File: src/rtl/ibus_dbus_arbiter_pkg.sv
// rtl/ibus_dbus_arbiter_pkg.sv - shared bus types (common) and arbiter-private types (pipes)
package common;
    typedef logic [63:0] addr_t;
    typedef logic [63:0] word_t;
    typedef logic [7:0]  strobe_t;

    typedef enum logic [2:0] {
        MSIZE1 = 3'd0,
        MSIZE2 = 3'd1,
        MSIZE4 = 3'd2,
        MSIZE8 = 3'd3
    } msize_t;

    typedef enum logic [3:0] {
        MLEN1  = 4'd0,
        MLEN2  = 4'd1,
        MLEN4  = 4'd3,
        MLEN8  = 4'd7,
        MLEN16 = 4'd15
    } mlen_t;

    typedef struct packed {
        logic  valid;
        addr_t addr;
    } ibus_req_t;

    typedef struct packed {
        logic        addr_ok;
        logic        data_ok;
        logic [31:0] data;
    } ibus_resp_t;

    typedef struct packed {
        logic    valid;
        addr_t   addr;
        msize_t  size;
        strobe_t strobe;
        word_t   data;
    } dbus_req_t;

    typedef struct packed {
        logic  addr_ok;
        logic  data_ok;
        word_t data;
    } dbus_resp_t;

    typedef struct packed {
        logic    valid;
        logic    is_write;
        msize_t  size;
        addr_t   addr;
        strobe_t strobe;
        word_t   data;
        mlen_t   len;
    } cbus_req_t;

    typedef struct packed {
        logic  ready;
        logic  last;
        word_t data;
    } cbus_resp_t;
endpackage

package pipes;
    import common::*;

    typedef enum logic [1:0] {
        IDLE = 2'd0,
        IBUS = 2'd1,
        DBUS = 2'd2
    } arb_state_t;

    typedef struct packed {
        logic    is_write;
        msize_t  size;
        addr_t   addr;
        strobe_t strobe;
        word_t   data;
        logic    is_ibus;
    } arb_req_t;

    localparam int GRANT_I = 0;
    localparam int GRANT_D = 1;
endpackage

File: src/rtl/ibus_dbus_arbiter_if.sv
// rtl/ibus_dbus_arbiter_if.sv - core-side and memory-side buses of the arbiter
interface ibus_dbus_arbiter_if;
    import common::*;

    ibus_req_t  ireq;
    ibus_resp_t iresp;
    dbus_req_t  dreq;
    dbus_resp_t dresp;
    cbus_req_t  oreq;
    cbus_resp_t oresp;

    modport slave  (input ireq, dreq, oresp, output iresp, dresp, oreq);
    modport master (output ireq, dreq, oresp, input iresp, dresp, oreq);
endinterface

File: src/rtl/ibus_dbus_arbiter_select.sv
// rtl/ibus_dbus_arbiter_select.sv - grant pick; ARB_ROUND_ROBIN_EN selects round-robin over data priority
module arb_select
    import pipes::*;
(
    input  logic       ivalid,
    input  logic       dvalid,
`ifdef ARB_ROUND_ROBIN_EN
    input  logic       last_grant,
`endif
    output logic [1:0] grant
);
    always_comb begin
        grant = 2'b00;
`ifdef ARB_ROUND_ROBIN_EN
        // last_grant: 0 = ibus, 1 = dbus; a tie goes to the other port
        if (ivalid && dvalid) begin
            if (last_grant) grant[GRANT_I] = 1'b1;
            else            grant[GRANT_D] = 1'b1;
        end else if (dvalid) begin
            grant[GRANT_D] = 1'b1;
        end else if (ivalid) begin
            grant[GRANT_I] = 1'b1;
        end
`else
        if (dvalid)      grant[GRANT_D] = 1'b1;
        else if (ivalid) grant[GRANT_I] = 1'b1;
`endif
    end
endmodule

File: src/rtl/ibus_dbus_arbiter.sv
// rtl/ibus_dbus_arbiter.sv - serialises ibus/dbus single-beat requests onto one memory bus; ARB_ROUND_ROBIN_EN enables round-robin
module ibus_dbus_arbiter
    import common::*;
    import pipes::*;
(
    input  logic               clk,
    input  logic               reset,
    ibus_dbus_arbiter_if.slave bus
);
    arb_state_t state_q, state_d;
    arb_req_t   req_q, req_d;
    logic [1:0] grant;
    logic       done;
`ifdef ARB_ROUND_ROBIN_EN
    logic       last_grant_q, last_grant_d;
`endif

    arb_select u_select (
        .ivalid     (bus.ireq.valid),
        .dvalid     (bus.dreq.valid),
`ifdef ARB_ROUND_ROBIN_EN
        .last_grant (last_grant_q),
`endif
        .grant      (grant)
    );

    always_ff @(posedge clk or negedge reset) begin
        if (!reset) begin
            state_q      <= IDLE;
            req_q        <= '0;
`ifdef ARB_ROUND_ROBIN_EN
            last_grant_q <= 1'b0;
`endif
        end else begin
            state_q      <= state_d;
            req_q        <= req_d;
`ifdef ARB_ROUND_ROBIN_EN
            last_grant_q <= last_grant_d;
`endif
        end
    end

    always_comb begin
        state_d   = state_q;
        req_d     = req_q;
`ifdef ARB_ROUND_ROBIN_EN
        last_grant_d = last_grant_q;
`endif
        bus.oreq  = '0;
        bus.iresp = '0;
        bus.dresp = '0;
        done      = bus.oresp.ready && bus.oresp.last;

        case (state_q)
            IDLE: begin
                if (grant[GRANT_D]) begin
                    req_d.is_write = |bus.dreq.strobe;
                    req_d.size     = bus.dreq.size;
                    req_d.addr     = bus.dreq.addr;
                    req_d.strobe   = bus.dreq.strobe;
                    req_d.data     = bus.dreq.data;
                    req_d.is_ibus  = 1'b0;
                    state_d        = DBUS;
`ifdef ARB_ROUND_ROBIN_EN
                    last_grant_d   = 1'b1;
`endif
                end else if (grant[GRANT_I]) begin
                    req_d.is_write = 1'b0;
                    req_d.size     = MSIZE4;
                    req_d.addr     = bus.ireq.addr;
                    req_d.strobe   = '0;
                    req_d.data     = '0;
                    req_d.is_ibus  = 1'b1;
                    state_d        = IBUS;
`ifdef ARB_ROUND_ROBIN_EN
                    last_grant_d   = 1'b0;
`endif
                end
            end
            IBUS, DBUS: begin
                // Memory side sees only the latched copy, so requester changes are ignored
                bus.oreq.valid    = 1'b1;
                bus.oreq.is_write = req_q.is_write;
                bus.oreq.size     = req_q.size;
                bus.oreq.addr     = req_q.addr;
                bus.oreq.strobe   = req_q.strobe;
                bus.oreq.data     = req_q.data;
                bus.oreq.len      = MLEN1;
                if (req_q.is_ibus) begin
                    bus.iresp.data    = req_q.addr[2] ? bus.oresp.data[63:32] : bus.oresp.data[31:0];
                    bus.iresp.addr_ok = done;
                    bus.iresp.data_ok = done;
                end else begin
                    bus.dresp.data    = bus.oresp.data;
                    bus.dresp.addr_ok = done;
                    bus.dresp.data_ok = done;
                end
                if (done) state_d = IDLE;
            end
            default: state_d = IDLE;
        endcase
    end
endmodule
File: src/flat_wrapper.sv
// flat-port wrapper written by rule: the top's interface ports become plain ports
module ibus_dbus_arbiter_flat import common::*; import pipes::*;
  (clk, reset, bus_ireq, bus_dreq, bus_oresp, bus_iresp, bus_dresp, bus_oreq);
  ibus_dbus_arbiter_if bus_i ();
  input  logic clk;
  input  logic reset;
  input wire logic [$bits(bus_i.ireq)-1:0] bus_ireq;
  input wire logic [$bits(bus_i.dreq)-1:0] bus_dreq;
  input wire logic [$bits(bus_i.oresp)-1:0] bus_oresp;
  output wire logic [$bits(bus_i.iresp)-1:0] bus_iresp;
  output wire logic [$bits(bus_i.dresp)-1:0] bus_dresp;
  output wire logic [$bits(bus_i.oreq)-1:0] bus_oreq;
  assign bus_i.ireq = bus_ireq;
  assign bus_i.dreq = bus_dreq;
  assign bus_i.oresp = bus_oresp;
  assign bus_iresp = bus_i.iresp;
  assign bus_dresp = bus_i.dresp;
  assign bus_oreq = bus_i.oreq;
  ibus_dbus_arbiter u_core (.clk(clk), .reset(reset), .bus(bus_i));
endmodule
File: config.mk
export PLATFORM = sky130hd
export DESIGN_NAME = ibus_dbus_arbiter_flat
export DESIGN_NICKNAME = d
export VERILOG_FILES = /design/src/rtl/ibus_dbus_arbiter_pkg.sv /design/src/rtl/ibus_dbus_arbiter_if.sv /design/src/rtl/ibus_dbus_arbiter_select.sv /design/src/rtl/ibus_dbus_arbiter.sv /design/src/flat_wrapper.sv
export SDC_FILE = /design/constraint.sdc
export NUM_CORES = 1
export LEC_CHECK = 0
export BUFFER_PORTS_ARGS = -buffer_cell sky130_fd_sc_hd__buf_4
export CAP_MARGIN = 20
export CORE_AREA = 2 2 202 204
export CTS_CLUSTER_DIAMETER = 120
export DETAILED_ROUTE_END_ITERATION = 16
export DIE_AREA = 0 0 204 206
export GPL_ROUTABILITY_DRIVEN = 0
export PLACE_DENSITY = 0.53
export REMOVE_ABC_BUFFERS = 1
export SLEW_MARGIN = 0
export SYNTH_ARGS = -nofsm -noshare
export SYNTH_HDL_FRONTEND = slang
export SYNTH_SLANG_ARGS = --single-unit
File: constraint.sdc
create_clock -name clk -period 1.4 [get_ports clk]
set_input_delay 0.07 -clock clk [delete_from_list [all_inputs] [get_ports clk]]
set_output_delay 0.07 -clock clk [all_outputs]
set_load 0.1 [all_outputs]
==> qor.txt, run 1 <==
most numerous cell in the Yosys netlist: and2_1
clock sinks: 143
global-route wire length before repair: 54800 µm
Initial Util: 19.4%
Core ar.: 0.0402 mm²
clock buffer depth: 2
Max Freq: 489 MHz
required time of the critical path: 1.33 ns
Arrival @ worst endpoint: 1.97 ns
largest net degree at the start of global routing: 76
Critical Path Start Type: flop
layout cells sized above 1: 46.8%
number of top-level pins: 518
clock root cell: clkbuf_16
cts bufs inserted: 17
Final Hold Viols: 0
RSZ-0062 raised after global routing: true
met1 Use GR: 17.9%
most used routing layer: met2
Total GRT Usage: 17.3%
DRT Wirelength: 38600 µm
pre-CTS setup slack: -0.235 ns
H-tree Lvls: 4
CTS tree: done
Cell Rows: 74
Synth Instances: 779
clock slew at reported path FFs: 0.06 ns
Layout fillers: 3715
antenna-violating nets left: 0
GR Util met2: 31.8%
initial antenna violation count: 12
Synth area leaders: dfrtp_1 (46%), and2_1 (16%), mux2i_1 (12%)
Yosys cell types: 26
Die Y: 206 µm
drt drc: 0
warning count from the yosys run: 0
Critical Path Fanout Max: 15
Pre-Repair DR Iteration Count: 4
Worst Clk Skew: 0.00584 ns
final worst setup slack: -0.644 ns
post-synth top area share: 45.9%
synthesized area: 0.00780 mm²
DR vias/cell: 4.20
syn_area_per_cell: 10.0 µm²
post-route cell area: 0.0171 mm²
most frequent cells after synthesis: and2_1 (205), dfrtp_1 (143), mux2i_1 (96), a22o_1 (76), nand2_1 (59)
Setup-failing EPs final: 323
GRT met3 Usage: 5.03%
worst skew pair latency: 0.43 ns
port bufs: 513
via count: 8579
vias in the first global route: 9183
nets@finish: 1764
Final Max Tran Viols: 0
Layout area overhead: 119%
critical path class: flop to output port
Initial DRC Count: 303
grt total ovfl: 0
number of enable flip-flop cells after synthesis: 0
predominant post-synthesis flop cell: dfrtp_1
Yosys top cell by area: dfrtp_1
Post-synth ARST share: 100%
Max-cap violations: 0
die width: 204 µm
HPWL after detailed placement: 26900 µm
status: complete, but fails checks
post-placement cell area: 0.0124 mm²
Min Clock Period, post-route: 2.04 ns
drt wl/cell: 18.9 µm
period utilisation layout: 146%
post-synthesis sequential area ratio: 45.9%
#FFs+latches synth: 143
hold crit path type: primary input to flop
die area: 0.0420 mm²
violated checks: setup timing
Crit. End Element: output port
critical path, stage by stage (launching register included):
cell and delay (ns):
dfrtp_1 0.36, inv_2 0.05, ha_4 0.30, nor2b_4 0.17
buf_12 0.15, clkbuf_16 0.17, and2_4 0.17, buf_12 0.17
through the flow:
step | hold WS (ns) | setup TNS (ns) | utilization (%) | instances
after floorplan | -0.226 | -902.11 | - | 707
after global placement | 0.0388 | -35.94 | 30.9 | 1791
after detailed placement | 0.0433 | -36.08 | 30.9 | 1791
after CTS | 0.00959 | -145.98 | 40.8 | 2029
after global routing | 0.0542 | -164.82 | 42.6 | 2044
final | 0.0487 | -136.02 | 42.6 | 2044
repair_timing:
item | CTS | global route
hold endpoints to repair | 285 | 0
resized for setup | 325 | 174
hold buffers | 205 | 0
cloned | 0 | 3
endpoints found under the setup margin | 344 | 363
pin swaps | 3 | 8
buffers inserted | 1 | 3
routing by layer:
metal  vias up  share of wire, %
li1       4046                 -
met5         -                 0
met4         0               4.2
met1      4113                35
met2       365                53
met3        55               7.3
cell type report:
type / count / area (µm²) / share of cell area (%)
repair buffers: 764 / 8140 / 47.6
multi-input cells: 561 / 4070 / 23.8
flip-flops and latches: 143 / 3580 / 20.9
well taps: 532 / 666 / 3.89
clock buffers: 21 / 480 / 2.81
clock inverters: 11 / 153 / 0.892
diodes: 9 / 22.5 / 0.132
inverters: 3 / 11.3 / 0.0658
state kept, by name, indices dropped and copies added (netlist names):
register / cells
u_core.req_q: 141
u_core.state_q: 2
cells by family after synthesis:
logic type	count (synthesis)	share of synthesized area [%]
and+or+nand+nor	313	22.1
AOI/OAI and AO/OA	147	13.8
DFF	143	45.9
muxes	96	12.3
buffers and inverters	78	5.71
adders and majority gates	1	0.160
other	1	0.0481
worst paths after layout:
| path | startpoint | cells after the start | endpoint | slack, ns |
|---|---|---|---|---|
| setup reg to reg | u_core.state_q[1] | 6 | u_core.state_q[0] | -0.18 |
| max in group asynchronous | reset | 3 | u_core.req_q[37] | 0.71 |
| hold / removal | bus_oresp[64] | 3 | u_core.state_q[1] | 0.05 |
| hold reg to reg | u_core.req_q[77] | 2 | u_core.req_q[77] | 0.47 |
| min in group asynchronous | reset | 2 | u_core.req_q[116] | 0.14 |
| setup / recovery | u_core.state_q[1] | 7 | bus_dresp[33] | -0.64 |
layout by cell type, fill, tap and decap left out, types with 2 or more instances in the layout:
master and count:
nor2_1 15, buf_4 310, o21ai_2 10, buf_6 138, bufinv_16 3, diode_2 9, nor2_4 8, nand2_2 10
buf_8 5, nand2_1 59, nor2_2 11, dfrtp_1 142, clkbuf_16 19, nor4_1 2, conb_1 4, mux2i_1 96
o21ai_0 27, a22o_1 76, o21ai_1 30, clkinvlp_4 3, clkbuf_8 4, inv_6 3, buf_12 104, dlygate4sd3_1 205
and2_4 65, and2_1 140, inv_2 2
Power of run 1 is not shown: default switching activity piles up to over one toggle a cycle in this logic, so the estimate is an artifact.
==> run 2: changes to the inputs <==
Settings changed: ABC_AREA from default to 1, CORE_AREA 2 2 202 204 to 2 2 201 203, DIE_AREA 0 0 204 206 to 0 0 203 205, PLACE_DENSITY 0.53 to 0.55.
==> qor.txt, run 2 <==
met1 WL: 16200 µm
grt total ovfl: 0
DR top layer: met4
required time of the critical path: 1.33 ns
most common cell after layout, fill and taps aside: nand2_1
crit-path leading delay family: buffers and inverters
drt drc: 0
vias in the first global route: 11077
DR vias/cell: 4.35
slowest stage cell, crit path: dfrtp_1
Crit. End Element: output port
clock root cell: clkbuf_16
WL met3: 2530 µm
Initial DRC Count: 671
Setup-failing EPs final: 382
WP buf/inv: 4
Layout fillers: 3404
Post-synth ARST share: 100%
RSZ-0062 raised after global routing: true
critical path class: flop to output port
clock buffer depth: 2
H-tree Lvls: 4
Synth Instances: 1219
Core ar.: 0.0394 mm²
Die Y: 205 µm
CP most frequent cell: buf_12
Total GRT Usage: 19.0%
Max Freq: 478 MHz
most frequent cells after synthesis: nand2_1 (511), inv_1 (211), dfrtp_1 (143), nor2_1 (70)
Largest Register: u_core.req_q
Final Core Density: 49.4%
antenna-violating nets left: 0
drt wl/cell: 17.9 µm
layout cells sized above 1: 45.0%
warning count from the yosys run: 0
HPWL after detailed placement: 27900 µm
number of flip-flops in the largest register: 141
post-synth top area share: 43.5%
port bufs: 513
Max stage delay on crit path: 0.36 ns
worst skew pair latency: 0.45 ns
Max-cap violations: 0
nets@finish: 2222
highest-count cells in the layout ignoring fill and taps: nand2_1 (436), buf_4 (309), buf_12 (209)
Largest regs: u_core.req_q: 141 flops, u_core.state_q: 2 flops
#FFs+latches synth: 143
largest net degree at the start of global routing: 61
Synth area leaders: dfrtp_1 (44%), nand2_1 (23%), inv_1 (9.6%)
Critical Path Fanout Max: 19
Cell Rows: 73
cts bufs inserted: 17
Yosys top cell by area: dfrtp_1
Layout area overhead: 137%
critical path cell sequence: inv_2 > ha_4 > buf_12 > nand2_8 > buf_12 > nor2_1 > buf_6
hold crit path type: primary input to flop
Routed met2 length: 23700 µm
register area: 0.00358 mm²
via count: 10830
pre-CTS setup slack: -0.296 ns
Arrival @ worst endpoint: 2.02 ns
die area: 0.0416 mm²
most numerous cell in the Yosys netlist: nand2_1
Yosys cell types: 18
Final Hold Viols: 0
Worst Clk Skew: 0.00650 ns
DRT Wirelength: 44700 µm
multi-input combinational cell area: 0.00422 mm²
Min Clock Period, post-route: 2.09 ns
number of top-level pins: 518
Final Max Tran Viols: 0
clock slew at reported path FFs: 0.06 ns
predominant post-synthesis flop cell: dfrtp_1
syn_area_per_cell: 6.75 µm²
synthesized area: 0.00822 mm²
post-synthesis sequential area ratio: 43.5%
Pre-Repair DR Iteration Count: 5
violated checks: setup timing
clock sinks: 143
status: complete, but fails checks
period utilisation layout: 149%
final worst setup slack: -0.693 ns
initial antenna violation count: 5
global-route wire length before repair: 60600 µm
Initial Util: 20.9%
die width: 203 µm
CTS tree: done
Critical Path Start Type: flop
number of enable flip-flop cells after synthesis: 0
run 2: changes by cell type after synthesis, sizes merged, moves of 76 or more:
cell,change
nand2,+444
inv,+210
and2,-205
mux2i,-96
a22o,-76
run 2: logic make-up (layout without fill, tap and decap cells):
group,count (synthesis),after routing,share of synthesized area [%]
buf+inv,296,1034,15.8
other cells,1,9,0.0456
flops,143,143,43.5
compound gates,131,131,9.89
fa+ha+maj,1,1,0.152
simple gates,647,647,30.6
run 2: layout make-up:
type / instances / area share [%]
Antenna cell: 5 / 0.0643
Sequential cell: 143 / 18.4
Multi-Input combinational cell: 783 / 21.7
Inverter: 213 / 4.60
Clock inverter: 12 / 0.450
Tap cell: 525 / 3.37
Clock buffer: 19 / 2.28
Timing Repair Buffer: 790 / 49.2
run 2: path summary, 6_finish.rpt:
| check | start | end | slack (ns) | cells past startpoint |
|---|---|---|---|---|
| min | bus_dreq[113] | u_core.req_q[111] | 0.03 | 4 |
| min in group asynchronous | reset | u_core.req_q[10] | 0.12 | 2 |
| max in group asynchronous | reset | u_core.req_q[91] | 0.71 | 3 |
| max | u_core.state_q[1] | bus_dresp[41] | -0.69 | 7 |
| max reg2reg | u_core.state_q[1] | u_core.req_q[88] | -0.18 | 7 |
| min reg2reg | u_core.req_q[21] | u_core.req_q[21] | 0.47 | 2 |
run 2: repair_timing:
item                                   CTS  global route
buffers inserted                         0            13
endpoints found under the hold margin  284             0
pin swaps                                0             2
gates resized for setup                462           593
cloned                                   3            10
hold buffers                           198             0
setup endpoints to repair              381           382
run 2: routing by layer:
metal | vias up | global-route usage, %
li1 | 5066 | -
met1 | 5151 | 19.4
met2 | 500 | 36.1
met3 | 113 | 4.07
met4 | 0 | 10.2
met5 | - | 0
run 2: through the flow:
stage               setup TNS, ns  instances  hold WS, ns  instance area, µm²
floorplan                -1070.63       1139       -0.226                7730
global placement           -64.50       2230       0.0181               12900
detailed placement         -61.11       2230       0.0234               12900
CTS                       -163.96       2462     0.000176               17300
global route              -189.58       2489       0.0148               19500
finish                    -154.92       2490       0.0303               19500
run 2: tightest hold or removal path, delay by kind of cell:
kind | cells | cell delay, ns
AND/OR/NAND/NOR | 2 | 0.15
buffers and inverters | 1 | 0.09
AO/OA/AOI/OAI | 1 | 0.12
Power of run 2 is left out for the same reason.
